`config.mk`:
```
export PLATFORM = sky130hd
export DESIGN_NAME = vm1_timer_responder
export DESIGN_NICKNAME = d
export VERILOG_FILES = /design/src/rtl/vm1_timer_responder.sv
export SDC_FILE = /design/constraint.sdc
export NUM_CORES = 1
export LEC_CHECK = 0
export ABC_CLOCK_PERIOD_IN_PS = 2800
export BUFFER_PORTS_ARGS = -buffer_cell sky130_fd_sc_hd__buf_2
export CAP_MARGIN = 20
export CELL_PAD_IN_SITES_DETAIL_PLACEMENT = 0
export CELL_PAD_IN_SITES_GLOBAL_PLACEMENT = 1
export CORE_MARGIN = 3
export CORE_UTILIZATION = 44
export DETAILED_ROUTE_END_ITERATION = 8
export HOLD_SLACK_MARGIN = 0.15
export PLACE_DENSITY = 0.86
export SYNTH_ARGS = -nofsm -noshare
export SYNTH_HDL_FRONTEND = slang
export SYNTH_SLANG_ARGS = --single-unit
```
`constraint.sdc`:
```
create_clock -name clk -period 2.8 [get_ports clk]
set_input_delay 0.56 -clock clk [delete_from_list [all_inputs] [get_ports clk]]
set_output_delay 0.56 -clock clk [all_outputs]
set_load 0.02 [all_outputs]
```
`src/rtl/vm1_timer_responder.sv`:
```
// vm1_timer_responder: bus responder and prescaled down-counter for the
// 1801VM1 on-chip timer. Three word registers sit at BASE+06 (reload),
// BASE+10 (counter) and BASE+12 (control). Every din/dout cycle gets a
// registered rply handshake. All state advances only on clk edges with ce=1.
module vm1_timer_responder #(
  parameter logic [15:0] BASE     = 16'o177700,
  parameter int          PRESCALE = 128
) (
  input  logic        clk,
  input  logic        reset_n,
  input  logic        ce,
  input  logic [15:0] dba,
  input  logic [15:0] dbo,
  input  logic        din,
  input  logic        dout,
  input  logic        wtbt,
  output logic [15:0] dbi,
  output logic        rply,
  output logic        expired
);

  // The largest divide limit is PRESCALE*4*16. The prescaler only has to hold L-1.
  localparam int PW = $clog2(PRESCALE * 64);

  // Word offsets (dba[3:1]) of the three registers.
  localparam logic [2:0] REG_RELOAD  = 3'd3;
  localparam logic [2:0] REG_COUNTER = 3'd4;
  localparam logic [2:0] REG_CONTROL = 3'd5;

  // Control register bit positions.
  localparam int CTL_STOP    = 0;
  localparam int CTL_WRAP    = 1;
  localparam int CTL_EXPEN   = 2;
  localparam int CTL_ONESHOT = 3;
  localparam int CTL_RUN     = 4;
  localparam int CTL_DIV16   = 5;
  localparam int CTL_DIV4    = 6;
  localparam int CTL_EXPIRED = 7;

  typedef enum logic {
    IDLE,
    REPLY
  } state_t;

  state_t          state;
  logic [15:0]     reload;
  logic [15:0]     counter;
  logic [7:0]      control;
  logic [PW-1:0]   prescaler;
  logic [PW-1:0]   limit_m1;

  logic            hit;
  logic            accept;
  logic            wr_reload;
  logic            wr_control;
  logic            start;
  logic            counting;
  logic            tick;
  logic            at_zero;
  logic            exp_set;
  logic [15:0]     rdata;
  logic [15:0]     reload_wdata;
  logic [15:0]     control_wdata;

  // A word write replaces the whole value. A byte write replaces only the lane picked by dba[0].
  function automatic logic [15:0] merge_lanes(input logic [15:0] cur,
                                              input logic [15:0] wr,
                                              input logic        byte_wr,
                                              input logic        high);
    if (!byte_wr) return wr;
    else if (high) return {wr[15:8], cur[7:0]};
    else return {cur[15:8], wr[7:0]};
  endfunction

  assign hit = (dba[15:4] == BASE[15:4]) &&
               ((dba[3:1] == REG_RELOAD) || (dba[3:1] == REG_COUNTER) ||
                (dba[3:1] == REG_CONTROL));

  // A cycle is taken only with exactly one strobe asserted. This is the single
  // edge on which a write lands.
  assign accept     = ce && (state == IDLE) && (din != dout) && hit;
  assign wr_reload  = accept && dout && (dba[3:1] == REG_RELOAD);
  assign wr_control = accept && dout && (dba[3:1] == REG_CONTROL);

  assign reload_wdata  = merge_lanes(reload, dbo, wtbt, dba[0]);
  assign control_wdata = merge_lanes({8'hFF, control}, dbo, wtbt, dba[0]);
  assign start         = wr_control && !control[CTL_RUN] && control_wdata[CTL_RUN];

  assign counting = control[CTL_RUN] && !control[CTL_STOP];
  assign tick     = ce && counting && (prescaler == limit_m1);
  assign at_zero  = (counter == 16'd0);
  assign exp_set  = tick && at_zero && control[CTL_EXPIRED - 5];

  assign expired = control[CTL_EXPIRED];

  // Divide limit minus one, selected by the DIV4/DIV16 bits.
  always_comb begin
    // NOTE: default assignment first so no path through the block infers a latch.
    limit_m1 = PW'(PRESCALE - 1);
    case ({control[CTL_DIV4], control[CTL_DIV16]})
      2'b01:   limit_m1 = PW'(PRESCALE * 16 - 1);
      2'b10:   limit_m1 = PW'(PRESCALE * 4 - 1);
      2'b11:   limit_m1 = PW'(PRESCALE * 64 - 1);
      default: limit_m1 = PW'(PRESCALE - 1);
    endcase
  end

  // Read mux. The upper control byte always reads as ones.
  always_comb begin
    rdata = 16'd0;
    case (dba[3:1])
      REG_RELOAD:  rdata = reload;
      REG_COUNTER: rdata = counter;
      REG_CONTROL: rdata = {8'hFF, control};
      default:     rdata = 16'd0;
    endcase
  end

  // Handshake FSM with registered rply and dbi.
  always_ff @(posedge clk or negedge reset_n) begin
    // NOTE: non-blocking assignments in clocked blocks, so every register sees pre-edge values.
    if (!reset_n) begin
      state <= IDLE;
      rply  <= 1'b0;
      dbi   <= 16'd0;
    end else if (ce) begin
      case (state)
        IDLE: begin
          if (accept) begin
            state <= REPLY;
            rply  <= 1'b1;
            dbi   <= din ? rdata : 16'd0;
          end
        end
        REPLY: begin
          if (!din && !dout) begin
            state <= IDLE;
            rply  <= 1'b0;
            dbi   <= 16'd0;
          end
        end
        default: begin
          state <= IDLE;
          rply  <= 1'b0;
          dbi   <= 16'd0;
        end
      endcase
    end
  end

  // Timer registers: bus writes, prescaler, counter ticks and their collisions.
  always_ff @(posedge clk or negedge reset_n) begin
    if (!reset_n) begin
      reload    <= 16'd0;
      counter   <= 16'o177777;
      control   <= 8'd0;
      prescaler <= '0;
    end else if (ce) begin
      // A control write restarts the division phase. Otherwise count while running.
      if (wr_control)    prescaler <= '0;
      else if (tick)     prescaler <= '0;
      else if (counting) prescaler <= prescaler + PW'(1);

      if (wr_reload) reload <= reload_wdata;

      // A control write overrides a coinciding tick. A zero tick reloads from the pre-write reload.
      if (wr_control) begin
        if (start) counter <= reload;
      end else if (tick) begin
        if (at_zero) counter <= control[CTL_WRAP] ? 16'o177777 : reload;
        else         counter <= counter - 16'd1;
      end

      // EXPIRED clears only on a written 0, and a coinciding set takes priority.
      if (wr_control) begin
        control[6:0]         <= control_wdata[6:0];
        control[CTL_EXPIRED] <= exp_set | (control[CTL_EXPIRED] & control_wdata[CTL_EXPIRED]);
      end else if (tick && at_zero) begin
        if (control[CTL_EXPEN])   control[CTL_EXPIRED] <= 1'b1;
        if (control[CTL_ONESHOT]) control[CTL_RUN]     <= 1'b0;
      end
    end
  end

endmodule
```
==> results.json, run 1 <==
{
  "synth-main-ff-cell": "dfrtp_1",
  "startpoint": "control[5]$_DFFE_PN0P_",
  "io_pins": 56,
  "timing.hold.ws_ns": 0.224,
  "die_y_um": 99.6,
  "synth_top_cell_area_share": 0.357,
  "clock_latency_ns": 0.36,
  "period_minus_slack_ns": 2.49,
  "firstDrtPassIters": 5,
  "cpPeakStageDelay_ns": 0.61,
  "gp_congestion": 0.924,
  "final_util": 0.540,
  "crit_path_end_kind": "flop",
  "path_clk_slew_ns": 0.08,
  "finalCritPeriodShare": 0.890,
  "critPathArrivalTime_ns": 2.76,
  "synth_seq_cells": 71,
  "rsz0062_at_grt": "no",
  "routed_wl_um": 9830,
  "die_x_um": 99.6,
  "synth_top_area_cell": "dfrtp_1",
  "dp_cells": 547,
  "antenna_cells": 0,
  "tns_ns": 0,
  "crit-reg2reg-launch": "control[5]$_DFFE_PN0P_",
  "cts_buffers": 9,
  "setup.worst_path.class": "reg2reg",
  "synthesis.area_sq_um": 3850,
  "p_per_area_nw_per_um2": 435,
  "fin_cells": 563,
  "startpoint_type": "flop",
  "fillCellCount": 796,
  "async_flop_share": 1.00,
  "tightest_slew_ns": 0.946,
  "cp_cell_sequence": "o21a_1, a221o_1, a2111o_1, o21ai_4, o21ai_1, a22oi_1",
  "start_util": 0.462,
  "overflow": 0,
  "grt_usage": 0.205,
  "total_power_mw": 1.96,
  "hold_class": "in2async",
  "port-buffer-count": 55,
  "grt_pass1_wl_um": 16100,
  "clk_path_buf_depth": 2,
  "synthesis.nets": 431,
  "ant_nets": 0,
  "via_per_inst": 5.79,
  "yosysSeqAreaShare": 0.466,
  "areaGrowthSynthToFinish_pct": 16.9,
  "cts_htree_levels": 3,
  "hold_buffers": 0,
  "synthDistinctLibCells": 58,
  "ir_drop_mv": 0.288,
  "num-nets-final": 495,
  "place_area_sq_um": 4300,
  "setup_viol": 0,
  "detail_route.wl_per_cell_um": 17.5,
  "core-area_sq_um": 8340,
  "layout_common_cells": "dfrtp_1, buf_2, nand2_1, nor2_1, o21ai_0",
  "synth.area.top_cells": "dfrtp_1, dfstp_2, mux2_2",
  "drt-initial-drc-count": 137,
  "critical_path.slowest_cell": "a2111o_1",
  "grt_max_degree": 72,
  "max_freq_ghz": 0.402,
  "drv_cap": 0,
  "synth_edf_count": 0,
  "grt_pass1_vias": 3216,
  "slew_viol_final": 0,
  "slew-limit-headroom": 0.367,
  "cp_max_fo": 19,
  "leakage_nw": 2.15,
  "post-cts-setup-buffer-count": 0,
  "yosys_warnings": 0,
  "drc_errors": 0,
  "fin_area_sq_um": 4500,
  "status": "completed",
  "dp.final_hpwl_um": 7140,
  "tritoncts": "yes",
  "place_ws_ns": 0.191,
  "fin_ws_ns": 0.309,
  "cts-root-buf": "clkbuf_8",
  "fp-row-count": 33,
  "cts.sinks": 71,
  "vias": 3260,
  "drive_gt1_frac": 0.279,
  "grt_antenna_before_repair": 0,
  "hold_viol": 0,
  "syn-instance-count": 389,
  "skew_ns": 0.00920,
  "cts_resized": 0,
  "syn_area_per_cell_sq_um": 9.90,
  "dieArea_sq_um": 9910,
  "worst_ep_required_time_ns": 3.07
}
registers in the layout, summed over array words and instances, names as in the netlist:
register	count
reload	16
counter	16
prescaler	13
control	8
rply	1
state	1
dbi	16
critical path, delay by kind of cell, from the launching register on:
kind / cells / cell delay, ns
AO/OA/AOI/OAI: 6 / 1.93
flip-flops: 1 / 0.47
where the power goes:
part,total (mW),leakage [nW],switching (mW),internal [mW]
Clock,0.842,0.0964,0.422,0.420
Combinational,0.0903,1.12,0.0547,0.0357
Sequential,1.03,0.935,0.000176,1.03
Total,1.96,2.15,0.477,1.48
cell type report:
| class | instances | area (sq um) | share of cell area |
|---|---|---|---|
| multi-input cells | 286 | 1910 | 0.424 |
| flip-flops and latches | 71 | 1800 | 0.399 |
| repair buffers | 71 | 408 | 0.0906 |
| well taps | 105 | 131 | 0.0292 |
| clock buffers | 9 | 124 | 0.0275 |
| clock inverters | 7 | 80.1 | 0.0178 |
| inverters | 14 | 52.6 | 0.0117 |
worst paths after layout:
check,to,slack (ns),depth (start not counted)
worst max register to register,counter[10]$_DFFE_PN1P_,0.31,6
worst max-delay path,counter[10]$_DFFE_PN1P_,0.31,6
min in group clk,reload[2]$_DFFE_PN0P_,0.42,2
worst min register to register,rply$_DFFE_PN0P_,0.48,1
max in group asynchronous,counter[8]$_DFFE_PN1P_,2.25,2
worst min-delay path,dbi[9]$_DFFE_PN0P_,0.22,2
logic make-up after synthesis:
| kind of cell | synth area share |
|---|---|
| flip-flops | 0.466 |
| multiplexers | 0.0851 |
| buffers and inverters | 0.0377 |
| adder cells (fa/ha/maj) | 0.0130 |
| AO/OA/AOI/OAI | 0.192 |
| XOR/XNOR | 0.0250 |
| AND/OR/NAND/NOR | 0.181 |
synth_stat cells (all sizes together) (8+ instances only):
master  instances
nor3           11
nor2           22
nand4           8
a21oi          14
inv            14
dfstp          16
xor2           11
mux2i           8
a22oi           8
mux2           22
nand3          13
o21ai          31
a22o           16
buf            11
dfrtp          55
nand2          47
metal layers:
| metal | global-route usage | vias up | routed length (um) |
|---|---|---|---|
| met4 | 0.0609 | 0 | 102 |
| li1 | - | 1561 | - |
| met2 | 0.322 | 76 | 4580 |
| met3 | 0.0477 | 8 | 430 |
| met5 | 0 | - | 0 |
| met1 | 0.283 | 1615 | 4720 |
Power figures use the tool's default switching activity.
==> inputs of run 2 (changes only) <==
==> config.mk (replaced) <==
export PLATFORM = sky130hd
export DESIGN_NAME = vm1_timer_responder
export DESIGN_NICKNAME = d
export VERILOG_FILES = /design/src/rtl/vm1_timer_responder.sv
export SDC_FILE = /design/constraint.sdc
export NUM_CORES = 1
export LEC_CHECK = 0
export ABC_CLOCK_PERIOD_IN_PS = 2900
export BUFFER_PORTS_ARGS = -buffer_cell sky130_fd_sc_hd__buf_2
export CAP_MARGIN = 20
export CELL_PAD_IN_SITES_DETAIL_PLACEMENT = 0
export CELL_PAD_IN_SITES_GLOBAL_PLACEMENT = 1
export CORE_MARGIN = 3
export CORE_UTILIZATION = 48
export DETAILED_ROUTE_END_ITERATION = 8
export HOLD_SLACK_MARGIN = 0.15
export PLACE_DENSITY = 0.92
export SYNTH_ARGS = -nofsm -noshare
export SYNTH_HDL_FRONTEND = slang
export SYNTH_SLANG_ARGS = --single-unit
==> constraint.sdc (replaced) <==
create_clock -name clk -period 2.9 [get_ports clk]
set_input_delay 0.58 -clock clk [delete_from_list [all_inputs] [get_ports clk]]
set_output_delay 0.58 -clock clk [all_outputs]
set_load 0.02 [all_outputs]
==> run 2 against run 1 <==
Net effect: clock skew is 0.0017 ns higher; die area decreased by 7.8%; via count is 0.18% lower; worst setup slack better by 0.047 ns; clock power down 5.7%; sequential cell count unchanged; global-route usage increased by 1.9 points; worst hold slack got worse by 0.041 ns; sequential power fell by 4%; critical path type unchanged; critical endpoint is now counter[14]$_DFFE_PN1P_; largest cell class unchanged.
==> results.json, run 2 (same netlist as run 1, synthesis figures left out) <==
{
  "max_freq_ghz": 0.393,
  "fp-row-count": 32,
  "drive_gt1_frac": 0.273,
  "cts_buffers": 9,
  "tightest_slew_ns": 0.885,
  "clkPwrFrac": 0.425,
  "start_util": 0.496,
  "die_y_um": 95.6,
  "grt_pass1_vias": 3158,
  "grt_usage": 0.224,
  "grt_antenna_before_repair": 0,
  "hold_buffers": 0,
  "hold_viol": 0,
  "port-buffer-count": 55,
  "die_x_um": 95.6,
  "gp_congestion": 0.864,
  "r2r_slack_ns": 0.36,
  "period_minus_slack_ns": 2.54,
  "vias": 3254,
  "layout_common_cells": "dfrtp_1, buf_2, nand2_1, nor2_1, o21ai_0",
  "dp.final_hpwl_um": 7100,
  "antenna_cells": 0,
  "crit_path_end_kind": "flop",
  "fin_area_sq_um": 4460,
  "status": "completed",
  "top_regs": "counter: 16 flops, dbi: 16 flops, reload: 16 flops",
  "startpoint_type": "flop",
  "slew-limit-headroom": 0.408,
  "detail_route.wl_per_cell_um": 17.2,
  "clock_latency_ns": 0.35,
  "timing.hold.ws_ns": 0.183,
  "drt-initial-drc-count": 243,
  "combPwrFrac": 0.045,
  "ir_drop_mv": 0.284,
  "slew_viol_final": 0,
  "swShare": 0.240,
  "path_clk_slew_ns": 0.07,
  "drc_errors": 0,
  "ant_nets": 0,
  "firstDrtPassIters": 5,
  "r2r_cells": 6,
  "routed_wl_um": 9560,
  "skew_ns": 0.0109,
  "cp_max_fo": 14,
  "worst_ep_required_time_ns": 3.19,
  "via_per_inst": 5.85,
  "cts.sinks": 71,
  "p_seq_frac": 0.530,
  "crit-reg2reg-launch": "counter[12]$_DFFE_PN1P_",
  "areaGrowthSynthToFinish_pct": 15.8,
  "cts-root-buf": "clkbuf_8",
  "drv_cap": 0,
  "clk_path_buf_depth": 2,
  "post-cts-setup-buffer-count": 0,
  "setup_viol": 0,
  "rsz0062_at_grt": "no",
  "internal_power_mw": 1.42,
  "setup.worst_path.class": "reg2reg",
  "num-nets-final": 491,
  "total_power_mw": 1.87,
  "io_pins": 56,
  "overflow": 0,
  "grt_max_degree": 29,
  "leakage_nw": 2.13,
  "place_area_sq_um": 4260,
  "tns_ns": 0,
  "cts_resized": 0,
  "r2r-end": "counter[14]$_DFFE_PN1P_",
  "finalCritPeriodShare": 0.877,
  "core-area_sq_um": 7770,
  "tritoncts": "yes",
  "dieArea_sq_um": 9140,
  "p_per_area_nw_per_um2": 419,
  "switchingPower_mw": 0.448,
  "cts_htree_levels": 3,
  "critPathArrivalTime_ns": 2.84,
  "grt_pass1_wl_um": 15800,
  "hold_class": "in2async"
}
run 2: cell types whose count changed in the layout (fill, tap and decap cells not counted):
cell      delta
buf_4        -4
clkinv_4     -1
clkinv_2     +2
inv_6        -1
run 2: per-layer routing:
metal	track usage	part of all wire	up-vias	routed length, um
met4	0.0841	0.020	0	195
li1	-	-	1562	-
met5	0	0	-	0
met1	0.304	0.45	1574	4260
met2	0.353	0.49	105	4640
met3	0.0442	0.049	13	468
run 2: power groups by stage:
stage          clock network (mW)  logic, mW  registers, mW
2_1_floorplan                   0     0.0255           1.01
3_3_place_gp                    0     0.0832           1.01
3_5_place_dp                    0     0.0852           1.01
4_1_cts                     0.811     0.0856          0.991
5_1_grt                     0.852     0.0957          0.991
6_report                    0.794     0.0837          0.991
run 2: cell type report:
cell class	instances	area, sq um
inverters	14	52.6
fillers	690	3310
multi-input cells	286	1910
repair buffers	67	378
well taps	102	128
clock buffers	9	124
flip-flops and latches	71	1800
clock inverters	7	72.6
run 2: metrics by stage:
stage               setup WS, ns  utilization  cells
floorplan                  0.498            -    389
finish                     0.356        0.574    556
CTS                        0.387        0.573    555
global placement           0.228        0.548    539
detailed placement         0.168        0.548    539
global route               0.141        0.574    556
run 2: worst max-delay path by stage:
stage	start	to	slack [ns]	depth (start not counted)
global placement	dout	reload[11]$_DFFE_PN0P_	0.23	8
global route	counter[0]$_DFFE_PN1P_	counter[2]$_DFFE_PN1P_	0.14	7
floorplan	din	control[0]$_DFFE_PN0P_	0.50	9
CTS	counter[12]$_DFFE_PN1P_	counter[14]$_DFFE_PN1P_	0.39	6
detailed placement	dout	dbi[2]$_DFFE_PN0P_	0.17	8
finish	counter[12]$_DFFE_PN1P_	counter[14]$_DFFE_PN1P_	0.36	6
run 2: critical path, cell delays in order (launching register included):
cell and delay (ns):
dfstp_2 0.40, or4_1 0.58, nor3_2 0.25, nand3_1 0.32, nand2_1 0.50, o22ai_1 0.17, o2bb2a_1 0.26
